[src/rtl/pll_50_to_25.sv]
// -----------------------------------------------------------------------------
// pll_50_to_25
//
// Behavioural clock divider with a lock indicator, standing in for a vendor
// PLL that turns a 50 MHz reference into 25 MHz. Everything runs on the rising
// edge of inclk0. No vendor primitives are used.
//
// Parameters
//   DIV          even integer, 2..256. c0 period in inclk0 cycles.
//   LOCK_CYCLES  1..65535. Number of c0 rising edges seen before locked rises.
//
// Ports
//   inclk0  in   reference clock; the only clock of the block
//   rst_n   in   asynchronous active-low reset
//   c0      out  inclk0/DIV, 50% duty; driven straight from a flip-flop
//   locked  out  sticky "c0 is stable" flag; clears only on reset
//
// Timing: the first inclk0 rising edge after reset release is edge k = 1.
// After edge k, c0 = 1 iff ((k-1) mod DIV) < DIV/2. So c0 first rises on
// edge 1. locked rises on the same edge that produces the LOCK_CYCLES-th
// rising edge of c0.
// -----------------------------------------------------------------------------
module pll_50_to_25 #(
   parameter int DIV         = 2,
   parameter int LOCK_CYCLES = 1024
) (
   input  logic inclk0,
   input  logic rst_n,
   output logic c0,
   output logic locked
);

   localparam int PW = $clog2(DIV);
   localparam int CW = $clog2(LOCK_CYCLES + 1);

   localparam logic [PW-1:0] PH_LAST  = PW'(DIV - 1);
   localparam logic [PW-1:0] PH_HALF  = PW'(DIV / 2);
   localparam logic [CW-1:0] LOCK_MAX = CW'(LOCK_CYCLES);

   logic [PW-1:0] phase_q, phase_d;
   logic          c0_q, c0_d;
   logic [CW-1:0] lock_cnt_q, lock_cnt_d;
   logic          locked_q, locked_d;
   logic          c0_rise;

   always_comb begin
      phase_d    = phase_q;
      c0_d       = 1'b0;
      c0_rise    = 1'b0;
      lock_cnt_d = lock_cnt_q;
      locked_d   = locked_q;

      // phase_q holds (k-1) mod DIV ahead of edge k. The output level for
      // edge k is therefore decoded from the current phase and registered.
      if (phase_q == PH_LAST) begin
         phase_d = '0;
      end else begin
         phase_d = phase_q + PW'(1);
      end
      c0_d = (phase_q < PH_HALF);

      // Count the edges where the registered c0 goes 0->1. The count
      // saturates so that a long run cannot wrap it.
      c0_rise = c0_d & ~c0_q;
      if (c0_rise && (lock_cnt_q != LOCK_MAX)) begin
         lock_cnt_d = lock_cnt_q + CW'(1);
      end

      // Sticky. Looking at lock_cnt_d makes locked rise on the same edge
      // as the final counted c0 rise, not one edge later.
      if (lock_cnt_d == LOCK_MAX) begin
         locked_d = 1'b1;
      end
   end

   always_ff @(posedge inclk0 or negedge rst_n) begin
      if (!rst_n) begin
         phase_q    <= '0;
         c0_q       <= 1'b0;
         lock_cnt_q <= '0;
         locked_q   <= 1'b0;
      end else begin
         phase_q    <= phase_d;
         c0_q       <= c0_d;
         lock_cnt_q <= lock_cnt_d;
         locked_q   <= locked_d;
      end
   end

   assign c0     = c0_q;
   assign locked = locked_q;

endmodule

[config.mk]
export PLATFORM = sky130hd
export DESIGN_NAME = pll_50_to_25
export DESIGN_NICKNAME = d
export VERILOG_FILES = /design/src/rtl/pll_50_to_25.sv
export SDC_FILE = /design/constraint.sdc
export NUM_CORES = 1
export LEC_CHECK = 0
export CAP_MARGIN = 20
export CORE_MARGIN = 2
export CORE_UTILIZATION = 40
export DETAILED_ROUTE_END_ITERATION = 12
export GPL_ROUTABILITY_DRIVEN = 1
export GPL_TIMING_DRIVEN = 1
export SYNTH_ARGS = -nofsm -noshare
export SYNTH_HDL_FRONTEND = slang
export SYNTH_SLANG_ARGS = --single-unit
[constraint.sdc]
create_clock -name inclk0 -period 5.23 [get_ports inclk0]
set_input_delay 1.046 -clock inclk0 [delete_from_list [all_inputs] [get_ports inclk0]]
set_output_delay 1.046 -clock inclk0 [all_outputs]
set_load 0.05 [all_outputs]
[After elaboration in Yosys (flattened, before gate mapping)]
Cells that the tools add are included.
Word-level totals
  bits in registers: 14
  latch bits: 0
  RAM bits: 0
  ROM bits: 0
  output and inout port bits: 2
  logic and storage cells: 14
  memories kept: 0
Cells by class
  add/sub/neg operators: 2
  multipliers: 0
  divide/modulo/power cells: 0
  order comparisons: 1
  equality and inequality tests: 2
  shifts and indexed selects: 0
  multiplexer cells: 2
  bitwise operators: 2
  reduce and logical (&&, ||, !) cells: 1
Operators with widths (number)
  $add 11x1->11 const B: 1
  $eq 11x11->1 const B: 1
  $mux 11: 1
  $ne 11x11->1 const B: 1
  $add 1x1->1 const B: 1
  $and 1x1->1: 1
  $logic_and 1x1->1: 1
  $lt 1x1->1 const B: 1
  $mux 1: 1
  $not 1->1: 1

[Longest topological paths before layout]
Gate-level depths: netlist of run 1.
  word-level depth: 5
  gate-level depth with buffers: 7
  mapped depth without buffers: 7

[Worst setup path before layout of run 1]
No wires, ideal clock.
  kind: register -> register
  start: register c0_q (netlist: c0)
  end: register locked_q (netlist: locked)
  library setup time: 69 ps
  arrival: 2015 ps
  data required time: 5161 ps
  slack: 3146 ps
  stages on the path, launching flop included: 6
  path buffers: 0
  period minus slack after synthesis: 2084 ps
  path through: dfrtp_1 > nand4b_1 > xnor2_1 > or4_1 > a221oi_1 > a41o_1
Between the ends
  word-level cells in the longest chain between the ends: 5
RTL lines
  start: declaration: RTL line 41  | logic c0_q, c0_d;
  start signal: assignment: RTL line 79  | c0_q <= 1'b0;
  start signal: assignment: RTL line 84  | c0_q <= c0_d;
  $not 1->1: RTL line 64  | c0_rise = c0_d & ~c0_q;
  $and 1x1->1: RTL line 64
  $logic_and 1x1->1: RTL line 65  | if (c0_rise && (lock_cnt_q != LOCK_MAX)) begin
  $mux 11: RTL line 65
  $eq 11x11->1: RTL line 71  | if (lock_cnt_d == LOCK_MAX) begin
  end signal: assignment: RTL line 86  | locked_q <= locked_d;
  end: declaration: RTL line 43  | logic locked_q, locked_d;
Every way passes these cells.
A chain may end at the register's enable or synchronous reset.

[Worst setup path after layout of run 1]
  start: register c0_q (netlist: c0)
  end: output port c0
RTL lines
  end: declaration: RTL line 29  | output logic c0,
No word-level cell between the ends.

==> tab_implementation.tex, run 1 <==
\begin{tabular}{lr}
\hline
Metric & Value \\
\hline
\multicolumn{2}{l}{\textbf{STA}} \\
Final critical-path required period & 2.58 ns \\
Count of endpoints failing setup in the final report & 0 \\
Slew headroom & 0.619 \\
Accumulated negative setup slack & 0 ns \\
Final period util & 0.493 \\
Slew at the pin with the worst max-slew slack & 0.570 ns \\
Fin Clk Skew & 0.00142 ns \\
Hold slack final & 0.485 ns \\
Max Fclk & 388 MHz \\
Setup repair after global routing missed its margin & false \\
Number of max-slew violations in the final report & 0 \\
Fin worst setup slack & 2.65 ns \\
Final-report hold violation count & 0 \\
\multicolumn{2}{l}{\textbf{CTS}} \\
Clock buffer depth & 2 \\
Cell at the root of the clock tree & clkbuf\_4 \\
Later-pin clock latency in the skew report & 0.27 ns \\
Clock tree from TritonCTS & built \\
Setup fix buffers added after clock tree synthesis & 0 \\
CTS clk-pin slew, worst paths & 0.08 ns \\
Clock sink count & 13 \\
Post-cts repair resize count & 0 \\
Total of hold buffers inserted after clock tree synthesis & 0 \\
CTS H-Tree Depth & 1 \\
Cts bufs inserted & 3 \\
\multicolumn{2}{l}{\textbf{Logic synthesis}} \\
Syn\_nets & 73 \\
Portion of the post-synthesis area used by sequential elements & 0.466 \\
Cell type with the highest aggregate area in the netlist & dfrtp\_1 \\
Top area cells in the synthesized netlist & dfrtp\_1 (47\%), xnor2\_1 (13\%), ha\_1 (3.6\%), inv\_1 (3.2\%), nand3\_1 (2.2\%) \\
Cell area after synthesis & 698 µm² \\
Seq cells post-synth & 13 \\
Yosys synthesis warning count & 0 \\
Post-synthesis cell type count & 31 \\
Syn\_area\_per\_cell & 10.1 µm² \\
Instance count of the mapped netlist & 69 \\
Area share of the largest cell type after synthesis & 0.466 \\
\multicolumn{2}{l}{\textbf{Setup path}} \\
Crit Path Class & flop to output port \\
Cell at the slowest stage of the critical path & clkdlybuf4s50\_1 \\
Largest stage delay, worst path & 0.83 ns \\
Crit path buf inv count & 1 \\
Required time of the critical path & 4.18 ns \\
Worst-path cell chain & clkdlybuf4s50\_1 \\
Data arrival time at the worst-slack endpoint & 1.53 ns \\
Critical Path Start Type & flop \\
Crit end category & output port \\
Largest delay share family, worst path & buffers and inverters \\
CP Max Fanout & 7 \\
\multicolumn{2}{l}{\textbf{Min path}} \\
Worst min-delay path class & flop to flop \\
\multicolumn{2}{l}{\textbf{Layout}} \\
Layout Cells excl Fill & 90 \\
Area added between synthesis and finish & 8.78\% \\
Number of nets at the end of the flow & 78 \\
Share of final-layout standard cells stronger than drive strength 1 & 0.0548 \\
Summed area of non-filler cells in the final layout & 759 µm² \\
Count of antenna diodes in the layout & 0 \\
Fin util & 0.450 \\
\multicolumn{2}{l}{\textbf{Status}} \\
Outcome & complete, no violations \\
\multicolumn{2}{l}{\textbf{Detailed routing}} \\
WL per Instance & 13.0 µm \\
Via count & 497 \\
Remaining antenna violation count & 0 \\
Starting DRC count in detailed routing & 11 \\
Number of vias per cell & 5.52 \\
Wire length reported by the detailed router & 1170 µm \\
Number of optimization iterations in the first detailed-route pass & 4 \\
Final routed DRC violation total & 0 \\
\multicolumn{2}{l}{\textbf{Global route}} \\
Most Crowded Layer GR & met1 \\
Number of global-route vias before repair & 431 \\
GR Overflow Total & 0 \\
Maximum number of pins on one net before global-route repair & 14 \\
Met3 routing resource usage after global routing & 0.0357 \\
Initial antenna violation count & 0 \\
Global-route wire length before repair & 1950 µm \\
Global Route Usage Sum & 0.141 \\
Global routing met2 resource utilization & 0.180 \\
Met1 demand-to-capacity share in global routing & 0.201 \\
\multicolumn{2}{l}{\textbf{Floorplan}} \\
Die Ht & 45.8 µm \\
Core footprint & 1690 µm² \\
DIE WIDTH & 45.8 µm \\
Starting utilization of the core area & 0.413 \\
Row count & 15 \\
I/O pin count & 4 \\
Die outline area & 2100 µm² \\
\multicolumn{2}{l}{\textbf{Job}} \\
\# Max-Cap Violations & 0 \\
\multicolumn{2}{l}{\textbf{Placement}} \\
Dpl cells & 86 \\
Port Buf Inserts & 3 \\
RePlAce Congestion & 0.814 \\
HPWL after detailed placement & 849 µm \\
Worst-case setup slack after placement & 2.96 ns \\
Cell area after placement & 733 µm² \\
\multicolumn{2}{l}{\textbf{Power}} \\
Power per unit of standard cell area & 215 nW/µm² \\
Worst vdd ir & 0.160 mV \\
Total design power & 0.164 mW \\
Standby leakage power & 0.321 nW \\
\hline
\end{tabular}
## final timing paths
kind	start	end	slack (ns)	cells after the start
max	c0$_DFF_PN0_	c0	2.65	1
min reg2reg	locked$_DFFE_PN0N_	locked$_DFFE_PN0N_	0.49	1
min in group asynchronous	rst_n	lock_cnt_q[1]$_DFF_PN0_	1.14	1
max reg2reg	lock_cnt_q[0]$_DFF_PN0_	locked$_DFFE_PN0N_	3.16	6
max in group asynchronous	rst_n	lock_cnt_q[9]$_DFF_PN0_	3.72	1
min	locked$_DFFE_PN0N_	locked$_DFFE_PN0N_	0.49	1
## layout make-up
type	instances	area, µm²
timing repair buffer	3	30.0
clock buffer	4	26.3
multi-input combinational	47	334
inverter	6	22.5
fill	168	930
tap	17	21.3
sequential	13	325
## synthesized netlist by cell type
cell type  count
a21o_1         1
a21oi_1        1
a221oi_1       1
a41o_1         1
and3_1         1
and4_1         1
and4b_1        1
buf_2          1
buf_4          1
clkbuf_1       1
dfrtp_1       13
ha_1           2
inv_1          6
nand2_1        4
nand2_2        1
nand2b_1       1
nand3_1        3
nand3b_1       1
nand4_1        2
nand4b_1       1
nor2_1         3
nor3_1         2
nor3b_1        1
nor4b_1        1
o211ai_1       2
o21ai_0        2
o22ai_1        1
o41ai_1        1
or4_1          1
xnor2_1       10
xor2_1         1
## routing by layer
| metal | vias to the layer above | routed length (µm) |
|---|---|---|
| met2 | 7 | 463 |
| met4 | 0 | 37 |
| li1 | 249 | - |
| met3 | 4 | 36 |
| met1 | 237 | 633 |
| met5 | - | 0 |
## state kept, by name, indices dropped and copies added (netlist names)
name	cells
lock_cnt_q	11
c0	1
locked	1
## placed cells by master (no fill, tap or decap), types with 2 or more instances in the layout
cell	n
dfrtp_1	13
xnor2_1	10
inv_1	6
nand2_1	4
nand3_1	3
nor2_1	3
clkbuf_4	3
clkdlybuf4s50_1	3
nand4_1	2
nor3_1	2
o21ai_0	2
o211ai_1	2
ha_1	2
## where the power goes
part	internal, mW	leakage [nW]	switching, mW
Clock	0.0295	0.0150	0.0312
Combinational	0.000654	0.145	0.00184
Sequential	0.100	0.161	0
Total	0.131	0.321	0.0330
## logic make-up after synthesis
| kind of cell | share of synthesized area |
|---|---|
| simple gates | 0.203 |
| flops | 0.466 |
| xor+xnor | 0.138 |
| compound gates | 0.102 |
| buf+inv | 0.0555 |
| fa+ha+maj | 0.0358 |
Power figures use the tool's default switching activity.
==> run 2: changes to the inputs <==
Clock period 5.23 ns to 2.3 ns, I/O delays scaled along.
==> run 2 against run 1 <==
Clock skew barely moved; worst hold slack got worse by 0.014 ns; count of clock-buffer cells in the layout unchanged; clock power is 130% higher; flip-flop and latch count did not move; design area grew 0.99%; sequential power up 130%; worst setup slack got worse by 2.3 ns; first-iteration DRC count shrank 64%; critical path type unchanged; largest cell class unchanged; largest power group unchanged.
==> tab_implementation.tex, run 2 (same netlist as run 1, synthesis figures left out) <==
\begin{tabular}{lr}
\hline
Metric & Value \\
\hline
\multicolumn{2}{l}{\textbf{Status}} \\
Outcome & complete, no violations (unchanged) \\
\multicolumn{2}{l}{\textbf{Layout}} \\
Count of antenna diodes in the layout & 0 (unchanged) \\
Number of flip-flops under the largest register name & 11 (unchanged) \\
Most common library cell in the layout ignoring fill and taps & dfrtp\_1 (unchanged) \\
Number of nets at the end of the flow & 79 (was 78) \\
Share of final-layout standard cells stronger than drive strength 1 & 0.0676 (was 0.0548) \\
Number of fill cells in the layout & 171 (was 168) \\
Leading cell types in the layout, fill and taps excluded & dfrtp\_1 (13), xnor2\_1 (10), inv\_1 (6) (unchanged) \\
Multi-input gate area in the final layout & 334 µm² (unchanged) \\
Area taken by flip-flops and latches & 325 µm² (unchanged) \\
Largest reg by FF count & lock\_cnt\_q (unchanged) \\
Fin util & 0.454 (was 0.450) \\
Layout Cells excl Fill & 91 (was 90) \\
Area added between synthesis and finish & 9.86\% (was 8.78\%) \\
Summed area of non-filler cells in the final layout & 767 µm² (was 759 µm²) \\
\multicolumn{2}{l}{\textbf{STA}} \\
Count of endpoints failing setup in the final report & 0 (unchanged) \\
Final-report hold violation count & 0 (unchanged) \\
Number of max-slew violations in the final report & 0 (unchanged) \\
Setup repair after global routing missed its margin & false (unchanged) \\
Accumulated negative setup slack & 0 ns (unchanged) \\
Max Fclk & 501 MHz \\
Slew at the pin with the worst max-slew slack & 0.576 ns (was 0.570 ns) \\
Slew headroom & 0.615 (was 0.619) \\
Final critical-path required period & 2.00 ns \\
Fin Clk Skew & 0.00111 ns (was 0.00142 ns) \\
Hold slack final & 0.471 ns (was 0.485 ns) \\
Final period util & 0.868 \\
Fin worst setup slack & 0.305 ns (was 2.65 ns) \\
\multicolumn{2}{l}{\textbf{CTS}} \\
Clock buffer depth & 2 (unchanged) \\
Later-pin clock latency in the skew report & 0.27 ns (about the same) \\
Clock sink count & 13 (unchanged) \\
Total of hold buffers inserted after clock tree synthesis & 0 (unchanged) \\
CTS H-Tree Depth & 1 (unchanged) \\
Cts bufs inserted & 3 (unchanged) \\
Setup fix buffers added after clock tree synthesis & 0 (unchanged) \\
Post-cts repair resize count & 0 (unchanged) \\
Cell at the root of the clock tree & clkbuf\_4 (unchanged) \\
Clock tree from TritonCTS & built (unchanged) \\
CTS clk-pin slew, worst paths & 0.08 ns (about the same) \\
\multicolumn{2}{l}{\textbf{Job}} \\
\# Max-Cap Violations & 0 (unchanged) \\
\multicolumn{2}{l}{\textbf{Power}} \\
Power per unit of standard cell area & 488 nW/µm² (was 215 nW/µm²) \\
Worst vdd ir & 0.233 mV (was 0.160 mV) \\
Total design power & 0.374 mW (was 0.164 mW) \\
Standby leakage power & 0.325 nW (was 0.321 nW) \\
\multicolumn{2}{l}{\textbf{Setup path}} \\
Cell at the slowest stage of the critical path & clkdlybuf4s50\_1 (unchanged) \\
Largest delay share family, worst path & buffers and inverters (unchanged) \\
Crit path buf inv count & 1 (unchanged) \\
CP Max Fanout & 7 (unchanged) \\
Critical Path Start Type & flop (unchanged) \\
Largest stage delay, worst path & 0.83 ns (about the same) \\
Crit Path Class & flop to output port (unchanged) \\
Required time of the critical path & 1.84 ns (was 4.18 ns) \\
Worst-path cell chain & clkdlybuf4s50\_1 (unchanged) \\
Crit end category & output port (unchanged) \\
Data arrival time at the worst-slack endpoint & 1.54 ns (was 1.53 ns) \\
\multicolumn{2}{l}{\textbf{Floorplan}} \\
DIE WIDTH & 45.8 µm (unchanged) \\
Core footprint & 1690 µm² (unchanged) \\
Die outline area & 2100 µm² (unchanged) \\
I/O pin count & 4 (unchanged) \\
Starting utilization of the core area & 0.413 (unchanged) \\
Row count & 15 (unchanged) \\
Die Ht & 45.8 µm (unchanged) \\
\multicolumn{2}{l}{\textbf{Placement}} \\
Cell area after placement & 741 µm² (was 733 µm²) \\
Dpl cells & 87 (was 86) \\
RePlAce Congestion & 0.784 (was 0.814) \\
HPWL after detailed placement & 890 µm (was 849 µm) \\
Port Buf Inserts & 3 (unchanged) \\
Worst-case setup slack after placement & 0.365 ns (was 2.96 ns) \\
\multicolumn{2}{l}{\textbf{Detailed routing}} \\
Wire length reported by the detailed router & 1210 µm (was 1170 µm) \\
Number of vias per cell & 5.42 (was 5.52) \\
Final routed DRC violation total & 0 (unchanged) \\
Number of optimization iterations in the first detailed-route pass & 4 (unchanged) \\
Starting DRC count in detailed routing & 4 (was 11) \\
Remaining antenna violation count & 0 (unchanged) \\
Via count & 493 (was 497) \\
WL per Instance & 13.2 µm (was 13.0 µm) \\
\multicolumn{2}{l}{\textbf{Global route}} \\
Maximum number of pins on one net before global-route repair & 14 (unchanged) \\
GR Overflow Total & 0 (unchanged) \\
Global Route Usage Sum & 0.149 (was 0.141) \\
Global-route wire length before repair & 2150 µm (was 1950 µm) \\
Initial antenna violation count & 0 (unchanged) \\
Number of global-route vias before repair & 493 (was 431) \\
\multicolumn{2}{l}{\textbf{Min path}} \\
Worst min-delay path class & flop to flop (unchanged) \\
\hline
\end{tabular}
==> run 2: cell types whose count changed in the layout (fill, tap and decap cells not counted), sizes merged <==
cell / delta
buf: +1
==> run 2: layout make-up <==
| class | count | area share |
|---|---|---|
| flip-flops and latches | 13 | 0.424 |
| multi-input cells | 47 | 0.436 |
| repair buffers | 4 | 0.0489 |
| well taps | 17 | 0.0277 |
| inverters | 6 | 0.0294 |
| clock buffers | 4 | 0.0343 |
==> run 2: report_power, final <==
part           switching [mW]  internal [mW]  leakage [nW]  total [mW]
clock                  0.0732         0.0672        0.0150       0.140
combinational         0.00422        0.00149         0.149     0.00571
sequential                  0          0.228         0.161       0.228
total                  0.0775          0.297         0.325       0.374
==> run 2: final timing paths <==
check / start / end / slack, ns / cells after the start
worst min-delay path: locked$_DFFE_PN0N_ / locked$_DFFE_PN0N_ / 0.47 / 1
max in group asynchronous: rst_n / lock_cnt_q[8]$_DFF_PN0_ / 1.38 / 1
worst min register to register: locked$_DFFE_PN0N_ / locked$_DFFE_PN0N_ / 0.47 / 1
worst max register to register: c0$_DFF_PN0_ / locked$_DFFE_PN0N_ / 0.35 / 5
min in group asynchronous: rst_n / lock_cnt_q[4]$_DFF_PN0_ / 0.55 / 1
worst max-delay path: c0$_DFF_PN0_ / c0 / 0.30 / 1
==> run 2: layer usage <==
metal | GRT usage | part of all wire | up-vias
li1 | - | - | 256
met1 | 0.201 | 0.51 | 232
met2 | 0.208 | 0.45 | 3
met3 | 0.0476 | 0.026 | 2
met4 | 0.0857 | 0.012 | 0
met5 | 0 | 0 | -
==> run 3: changes to the inputs <==
Settings changed: CORE_ASPECT_RATIO set to 0.5, CORE_UTILIZATION 40 to 24.
==> run 3 against run 2 <==
Register-to-register slack got worse by 0.03 ns; cell count rose by 22%; critical endpoint unchanged; worst setup slack improved by 0.0077 ns; flip-flop and latch count did not move; non-clock buffer count did not move; fmax rose by 0.39%; design area rose by 5.7%; power rose by 17%; critical path type unchanged; clock skew barely moved.
==> tab_implementation.tex, run 3 (same netlist as run 1, synthesis figures left out) <==
\begin{tabular}{lr}
\hline
Metric & Value \\
\hline
\multicolumn{2}{l}{\textbf{CTS}} \\
Post-cts repair resize count & 0 (unchanged) \\
CTS H-Tree Depth & 1 (unchanged) \\
Total of hold buffers inserted after clock tree synthesis & 0 (unchanged) \\
Cts bufs inserted & 3 (unchanged) \\
Clock buffer depth & 2 (unchanged) \\
CTS clk-pin slew, worst paths & 0.05 ns (was 0.08 ns) \\
Setup fix buffers added after clock tree synthesis & 0 (unchanged) \\
Later-pin clock latency in the skew report & 0.24 ns (was 0.27 ns) \\
Clock sink count & 13 (unchanged) \\
Cell at the root of the clock tree & clkbuf\_8 (was clkbuf\_4) \\
Clock tree from TritonCTS & built (unchanged) \\
\multicolumn{2}{l}{\textbf{Detailed routing}} \\
Via count & 499 (was 493) \\
Number of vias per cell & 4.50 (was 5.42) \\
Remaining antenna violation count & 0 (unchanged) \\
Number of optimization iterations in the first detailed-route pass & 5 (was 4) \\
Wire length reported by the detailed router & 1210 µm (about the same) \\
Final routed DRC violation total & 0 (unchanged) \\
WL per Instance & 10.9 µm (was 13.2 µm) \\
Starting DRC count in detailed routing & 9 (was 4) \\
\multicolumn{2}{l}{\textbf{Setup path}} \\
Largest stage delay, worst path & 0.84 ns (was 0.83 ns) \\
CP Max Fanout & 7 (unchanged) \\
Data arrival time at the worst-slack endpoint & 1.53 ns (was 1.54 ns) \\
Crit Path Class & flop to output port (unchanged) \\
Crit end category & output port (unchanged) \\
Critical Path Start Type & flop (unchanged) \\
Worst-path cell chain & clkdlybuf4s50\_1 (unchanged) \\
Cell at the slowest stage of the critical path & clkdlybuf4s50\_1 (unchanged) \\
Largest delay share family, worst path & buffers and inverters (unchanged) \\
Crit path buf inv count & 1 (unchanged) \\
Required time of the critical path & 1.84 ns (about the same) \\
\multicolumn{2}{l}{\textbf{STA}} \\
Final period util & 0.864 (was 0.868) \\
Final-report hold violation count & 0 (unchanged) \\
Slew at the pin with the worst max-slew slack & 0.566 ns (was 0.576 ns) \\
Final critical-path required period & 1.99 ns (was 2.00 ns) \\
Count of endpoints failing setup in the final report & 0 (unchanged) \\
Number of max-slew violations in the final report & 0 (unchanged) \\
Accumulated negative setup slack & 0 ns (unchanged) \\
Slew headroom & 0.622 (was 0.615) \\
Setup repair after global routing missed its margin & false (unchanged) \\
Fin Clk Skew & 0.00118 ns (was 0.00111 ns) \\
Max Fclk & 503 MHz (was 501 MHz) \\
\multicolumn{2}{l}{\textbf{Layout}} \\
Summed area of non-filler cells in the final layout & 811 µm² (was 767 µm²) \\
Count of antenna diodes in the layout & 0 (unchanged) \\
Layout Cells excl Fill & 111 (was 91) \\
Most common library cell in the layout ignoring fill and taps & dfrtp\_1 (unchanged) \\
Largest reg by FF count & lock\_cnt\_q (unchanged) \\
Number of flip-flops under the largest register name & 11 (unchanged) \\
Leading cell types in the layout, fill and taps excluded & dfrtp\_1 (13), xnor2\_1 (10), inv\_1 (6) (unchanged) \\
Area added between synthesis and finish & 16.1\% (was 9.86\%) \\
Number of nets at the end of the flow & 79 (unchanged) \\
Share of final-layout standard cells stronger than drive strength 1 & 0.0676 (unchanged) \\
\multicolumn{2}{l}{\textbf{Global route}} \\
GR Overflow Total & 0 (unchanged) \\
Global Route Usage Sum & 0.0844 (was 0.149) \\
Initial antenna violation count & 0 (unchanged) \\
Global-route wire length before repair & 2200 µm (was 2150 µm) \\
Number of global-route vias before repair & 496 (was 493) \\
Maximum number of pins on one net before global-route repair & 14 (unchanged) \\
\multicolumn{2}{l}{\textbf{Floorplan}} \\
Die outline area & 3380 µm² (was 2100 µm²) \\
DIE WIDTH & 80.3 µm (was 45.8 µm) \\
Starting utilization of the core area & 0.260 (was 0.413) \\
I/O pin count & 4 (unchanged) \\
Row count & 13 (was 15) \\
Die Ht & 42.1 µm (was 45.8 µm) \\
Core footprint & 2680 µm² (was 1690 µm²) \\
\multicolumn{2}{l}{\textbf{Power}} \\
Total design power & 0.437 mW (was 0.374 mW) \\
Standby leakage power & 0.333 nW (was 0.325 nW) \\
Power per unit of standard cell area & 540 nW/µm² (was 488 nW/µm²) \\
Worst vdd ir & 0.283 mV (was 0.233 mV) \\
\multicolumn{2}{l}{\textbf{Placement}} \\
Cell area after placement & 766 µm² (was 741 µm²) \\
Port Buf Inserts & 3 (unchanged) \\
RePlAce Congestion & 0.762 (was 0.784) \\
HPWL after detailed placement & 936 µm (was 890 µm) \\
Dpl cells & 107 (was 87) \\
\multicolumn{2}{l}{\textbf{Status}} \\
Outcome & complete, no violations (unchanged) \\
\multicolumn{2}{l}{\textbf{Job}} \\
\# Max-Cap Violations & 0 (unchanged) \\
\multicolumn{2}{l}{\textbf{Min path}} \\
Worst min-delay path class & flop to flop (unchanged) \\
\hline
\end{tabular}
## run 3: layer usage
layer,GRT usage,share of wire,wire (µm)
met1,0.107,0.51,616
met2,0.132,0.45,549
met3,0.0259,0.024,29
met4,0.0407,0.011,13
met5,0,0,0
## run 3: path summary, 6_finish.rpt
| path | from | to | slack, ns | cells past startpoint |
|---|---|---|---|---|
| worst max-delay path | c0$_DFF_PN0_ | c0 | 0.31 | 1 |
| worst min-delay path | locked$_DFFE_PN0N_ | locked$_DFFE_PN0N_ | 0.46 | 1 |
| worst max register to register | lock_cnt_q[0]$_DFF_PN0_ | locked$_DFFE_PN0N_ | 0.32 | 6 |
| worst min register to register | locked$_DFFE_PN0N_ | locked$_DFFE_PN0N_ | 0.46 | 1 |
| max in group asynchronous | rst_n | lock_cnt_q[7]$_DFF_PN0_ | 1.35 | 1 |
| min in group asynchronous | rst_n | lock_cnt_q[3]$_DFF_PN0_ | 0.58 | 1 |
## run 3: metrics by stage
stage	utilization	setup WS [ns]	hold WS [ns]
global route	0.302	0.216	0.497
CTS	0.302	0.308	0.469
finish	0.302	0.312	0.462
detailed placement	0.285	0.325	0.457
floorplan	-	0.216	0.164
global placement	0.285	0.357	0.454
## run 3: final cells by class
cell class	count	area (µm²)
fill	294	1870
multi-input combinational	47	334
sequential	13	325
tap	37	46.3
clock buffer	4	45.0
timing repair buffer	4	37.5
inverter	6	22.5
## run 3: where the power goes
group / internal (mW) / total [mW] / switching [mW] / leakage [nW]
combinational: 0.00149 / 0.00563 / 0.00414 / 0.149
clock: 0.122 / 0.203 / 0.0804 / 0.0228
sequential: 0.229 / 0.229 / 0 / 0.161
